==> src/rtl/mux_stim_seq.sv <==
// rtl/mux_stim_seq.sv - walks a 2:1 mux through all 8 {s,a} vectors with a programmable dwell
// Optional y self-check compiled in with `define MUX_STIM_CHECK_EN.
module mux_stim_seq #(
    parameter int DWELL = 5,
    parameter bit LOOP  = 1'b0
) (
    input  logic       clk,
    input  logic       rst,
    input  logic       start,
    input  logic       stop,
    input  logic       y,
    output logic [1:0] a,
    output logic       s,
    output logic [2:0] vec_idx,
    output logic       vec_valid,
    output logic       busy,
    output logic       done,
    output logic       err,
    output logic [3:0] err_cnt
);

    localparam int CW = (DWELL > 1) ? $clog2(DWELL) : 1;
    localparam logic [CW-1:0] LAST = CW'(DWELL - 1);

    typedef enum logic [1:0] {IDLE, DRIVE, DONE} state_t;

    state_t        state;
    logic [CW-1:0] cnt;
    logic [2:0]    next_idx;
    logic          launch;
    logic          sample;

    assign next_idx = vec_idx + 3'd1;
    // stop only vetoes a launch from IDLE; in DONE start alone is enough
    assign launch   = start && (((state == IDLE) && !stop) || (state == DONE));
    assign sample   = (state == DRIVE) && !stop && (cnt == LAST);

    always_ff @(posedge clk) begin
        if (rst) begin
            state     <= IDLE;
            cnt       <= '0;
            vec_idx   <= 3'd0;
            a         <= 2'd0;
            s         <= 1'b0;
            vec_valid <= 1'b0;
            busy      <= 1'b0;
            done      <= 1'b0;
        end else begin
            case (state)
                IDLE, DONE: begin
                    if (launch) begin
                        state     <= DRIVE;
                        cnt       <= '0;
                        vec_idx   <= 3'd0;
                        a         <= 2'd0;
                        s         <= 1'b0;
                        vec_valid <= 1'b1;
                        busy      <= 1'b1;
                        done      <= 1'b0;
                    end
                end
                DRIVE: begin
                    if (stop) begin
                        state     <= IDLE;
                        cnt       <= '0;
                        vec_idx   <= 3'd0;
                        a         <= 2'd0;
                        s         <= 1'b0;
                        vec_valid <= 1'b0;
                        busy      <= 1'b0;
                    end else if (cnt == LAST) begin
                        cnt <= '0;
                        if ((vec_idx == 3'd7) && !LOOP) begin
                            state     <= DONE;
                            vec_idx   <= 3'd0;
                            a         <= 2'd0;
                            s         <= 1'b0;
                            vec_valid <= 1'b0;
                            busy      <= 1'b0;
                            done      <= 1'b1;
                        end else begin
                            // with LOOP the 3-bit index wraps 7->0 on its own
                            vec_idx <= next_idx;
                            a       <= next_idx[1:0];
                            s       <= next_idx[2];
                        end
                    end else begin
                        cnt <= cnt + CW'(1);
                    end
                end
                default: state <= IDLE;
            endcase
        end
    end

`ifdef MUX_STIM_CHECK_EN
    logic expected;
    assign expected = s ? a[1] : a[0];

    // y is judged on the last dwell cycle so the downstream mux has settled
    always_ff @(posedge clk) begin
        if (rst || launch) begin
            err     <= 1'b0;
            err_cnt <= 4'd0;
        end else if (sample && (y != expected)) begin
            err <= 1'b1;
            if (err_cnt != 4'hF) begin
                err_cnt <= err_cnt + 4'd1;
            end
        end
    end
`else
    logic unused_inputs;
    assign unused_inputs = y ^ sample;
    assign err           = 1'b0;
    assign err_cnt       = 4'd0;
`endif

endmodule

==> config.mk <==
export PLATFORM = sky130hd
export DESIGN_NAME = mux_stim_seq
export DESIGN_NICKNAME = d
export VERILOG_FILES = /design/src/rtl/mux_stim_seq.sv
export SDC_FILE = /design/constraint.sdc
export NUM_CORES = 1
export LEC_CHECK = 0
export ABC_AREA = 1
export CAP_MARGIN = 20
export CORE_UTILIZATION = 45
export CTS_CLUSTER_DIAMETER = 60
export CTS_CLUSTER_SIZE = 8
export DETAILED_ROUTE_END_ITERATION = 8
export PLACE_DENSITY = 0.81
export SLEW_MARGIN = 10
export SYNTH_ARGS = -nofsm -noshare
export SYNTH_HDL_FRONTEND = slang
export SYNTH_SLANG_ARGS = --single-unit
==> constraint.sdc <==
create_clock -name clk -period 2 [get_ports clk]
set_input_delay 0.3 -clock clk [delete_from_list [all_inputs] [get_ports clk]]
set_output_delay 0.3 -clock clk [all_outputs]
set_load 0.02 [all_outputs]
After elaboration in Yosys (flattened, before gate mapping)
Index checks and enable logic that the tools add are counted.
{"block": "op_classes", "reduce_logical": 12, "n_mux": 32, "n_addsub": 2, "eq_ne": 10}
{"cell": "$mux 3", "count": 6}
{"cell": "$mux 2", "count": 8}
{"cell": "$pmux 3 s2", "count": 2}
{"cell": "$mux 1", "count": 11}
{"cell": "$pmux 2 s2", "count": 2}
{"cell": "$add 3x1->3 const B", "count": 2}
{"cell": "$eq 3x3->1 const B", "count": 2}
{"cell": "$ne 3x2->1 const B", "count": 2}
{"cell": "$pmux 1 s2", "count": 3}
{"cell": "$reduce_and 3->1", "count": 2}
{"cell": "$reduce_and 5->1", "count": 1}
{"cell": "$ne 2x1->1 const B", "count": 2}
{"cell": "$ne 2x2->1 const B", "count": 2}
{"cell": "$reduce_and 4->1", "count": 1}
{"cell": "$eq 2x1->1 const B", "count": 1}
{"cell": "$eq 2x2->1 const B", "count": 1}
{"cell": "$logic_and 1x1->1", "count": 2}
{"cell": "$logic_not 2->1", "count": 1}
{"cell": "$reduce_and 2->1", "count": 1}
{"cell": "$reduce_bool 2->1", "count": 1}
{"cell": "$reduce_or 2->1", "count": 1}
{"cell": "$logic_not 1->1", "count": 1}
{"cell": "$logic_or 1x1->1", "count": 1}
{"block": "word_totals", "regBits": 13, "in_bits": 5}

Logic depth before layout (Yosys ltp)
{"block": "depth", "ltp_word": 6, "mapped_depth": 9, "mapped_depth_nobuf": 9}

Least setup slack after synthesis
OpenSTA, ideal clock, no wires.
{"block": "synth_timing", "kind": "reg-to-reg", "from": "register a[0] (netlist name)", "to": "register a[0]", "path_buffers": 0, "path_stages_with_launch": 10, "arrival_time_ns": 1.305, "setup_time_ns": 0.064, "setup_slack_ns": 0.631, "cell_sequence": "dfxtp_1 -> ha_1 -> ha_1 -> nor2_1 -> inv_1 -> nor2_1 -> nand2_1 -> nand3_1 -> nand2_1 -> nor2_1"}
{"item": "end signal, assigned", "line": "84", "text": "a <= next_idx[1:0];"}
{"item": "end, declared", "line": "12", "text": "output logic [1:0] a,"}

Worst setup path after layout
{"block": "layout_timing", "from": "register a[0]", "to": "output a[0]"}
No word-level cell between the ends.

==> results.yml <==
outcome:
  outcome: "finished clean"
place:
  gp_congestion: 0.808
  place_inst: 107
  dp_hpwl_um: 787
  numPortBuffers: 12
  place_area_um2: 691
power_and_ir_drop:
  internal_power_mw: 0.370
  vdd_ir_drop_max_uv: 454
  seq_power_share_pct: 41.8
  p_comb_share_pct: 23.5
  cellLeakagePower_nw: 0.334
  switching_power_mw: 0.153
  swShare_pct: 29.3
  p_per_area_nw_per_um2: 720
  p_clk_share_pct: 34.7
route:
  avgRoutedWirePerCell_um: 9.09
  wl_mm: 1.01
  viasPerCell: 4.69
  num_vias: 521
  ant_nets: 0
  first_pass_iters: 4
  drcViolationCount: 0
  drt_iter0_markers: 11
logic_synthesis:
  netlist_area_um2: 606
  yosys_warnings: 0
  synthTopCellsByArea: "dfxtp_1, buf_4, nand2_1, ha_1, nor2_1"
  yosysTopAreaCell: "dfxtp_1"
  avgSynthCellArea_um2: 7.04
  synth.distinct_cells: 17
  synth_seq_cells: 10
  synth_top_area_share_pct: 33.1
  syn_inst: 86
  synth_seq_area_share_pct: 33.1
clock_network:
  cts_buffers: 3
  clockBufferDepth: 2
  clockRootBuffer: "clkbuf_4"
  ctsResizeCount: 0
  postCtsSetupRepairBufs: 0
  h-tree-depth: 1
  cts_tree: "done"
  clock_latency_ns: 0.26
  clock_sinks: 10
  path_clk_slew_ns: 0.07
  ctsHoldBuffers: 0
finish:
  layout-drive-gt1-share_pct: 13.4
  diodes: 0
  area_delta_synth_final_pct: 20.0
  finalNonFillerCells: 111
  fin_nets: 107
  fin_area_um2: 727
critical_path:
  cp-end-kind: "output pin"
  slowest_stage: "clkdlybuf4s50_1"
  path_buf_inv: 1
  critPathKind: "reg -> out"
  slowest_delay_ns: 0.63
  arrival_ns: 1.29
  required_ns: 1.70
  critPathMaxFanout: 5
  cp-start-kind: "flip-flop"
  critical_path.cell_chain: "clkdlybuf4s50_1"
  path_delay_family: "buffers and inverters"
global_route:
  grt_overflow: 0
  grt_max_degree: 7
  track_usage_pct: 16.8
  grt_first_pass_wirelength_mm: 1.68
  grt_pass1_vias: 429
  antenna_found_initial: 0
run:
  drv_cap: 0
floorplan:
  io_pins: 19
  die_y_um: 38.7
  core_area_um2: 1170
  start_util_pct: 51.7
  core.rowCount: 12
  die_w_um: 38.7
  die-area_um2: 1500
timing:
  slew_violations: 0
  period_needed_ns: 1.59
  setup_viol_count_final: 0
  setup_tns_ns: 0
  max_freq_ghz: 0.628
  finalCritPeriodShare_pct: 79.6
  rsz0062_at_grt: "false"
  clock_skew_ns: 0.00279
  finalHoldViolCount: 0
min_path:
  worstHoldPathType: "reg -> reg"
-- path summary, 6_finish.rpt --
path / endpoint / from / slack (ns) / cells past startpoint
worst max register to register: a[0] / a[0] / 0.54 / 9
worst min-delay path: done / done / 0.47 / 2
worst min register to register: done / done / 0.47 / 2
worst max-delay path: a[0] / a[0] / 0.41 / 1
-- layer usage --
metal	vias up	track usage [%]	share of wire, %
li1	278	-	-
met1	224	18.2	45
met2	17	29.2	47
met3	2	6.94	6.8
met4	0	5.17	1.1
met5	-	0	0
-- cells by family (layout without fill, tap and decap cells) --
| logic type | count (synthesis) | after routing | share of synthesized area [%] |
|---|---|---|---|
| buffers and inverters | 20 | 27 | 18.0 |
| flip-flops | 10 | 10 | 33.1 |
| other | 1 | 5 | 0.619 |
| AND/OR/NAND/NOR | 42 | 42 | 32.2 |
| adder cells (fa/ha/maj) | 4 | 4 | 8.26 |
| AO/OA/AOI/OAI | 9 | 9 | 7.85 |
-- cells in the mapped netlist (all sizes together) --
master and n:
nand2 21, nor2 12, inv 11, dfxtp 10, buf 9, nand3 8
a21oi 7, ha 4, conb 1, nand4 1, o21ai 1, o21bai 1
-- registers in the layout, summed over array words and instances (netlist names) --
register,cells
cnt,3
state,2
a,1
busy,1
done,1
s,1
vec_idx,1
-- power by group through the flow --
stage               sequential [mW]  clock, mW  combinational (mW)
detailed placement            0.223          0               0.123
floorplan                     0.231          0              0.0870
CTS                           0.219      0.184               0.124
global placement              0.223          0               0.122
finish                        0.219      0.181               0.123
global route                  0.221      0.196               0.138
-- area by class of cell --
class / count / area, um^2
Fill cell: 106 / 444
Multi-Input combinational cell: 60 / 312
Sequential cell: 10 / 200
Timing Repair Buffer: 12 / 120
Inverter: 11 / 41.3
Clock buffer: 4 / 36.3
Tap cell: 14 / 17.5
-- per-stage QoR --
step / hold slack [ns] / total power [mW] / util, % / setup slack, ns
floorplan: 0.369 / 0.318 / - / 0.631
global placement: 0.458 / 0.344 / 59.0 / 0.528
detailed placement: 0.459 / 0.347 / 59.0 / 0.498
CTS: 0.472 / 0.528 / 62.1 / 0.406
global route: 0.511 / 0.555 / 62.1 / 0.358
finish: 0.469 / 0.523 / 62.1 / 0.408
-- placed cells by master, fill, tap and decap left out, types with 4 or more instances in the layout --
cell             count
clkdlybuf4s50_1     12
nand2_1             18
inv_1                8
conb_1               5
ha_1                 4
a21oi_1              7
nand3_1              6
dfxtp_1             10
nor2_1              11
Note: power is estimated with default switching activity, not from simulation.
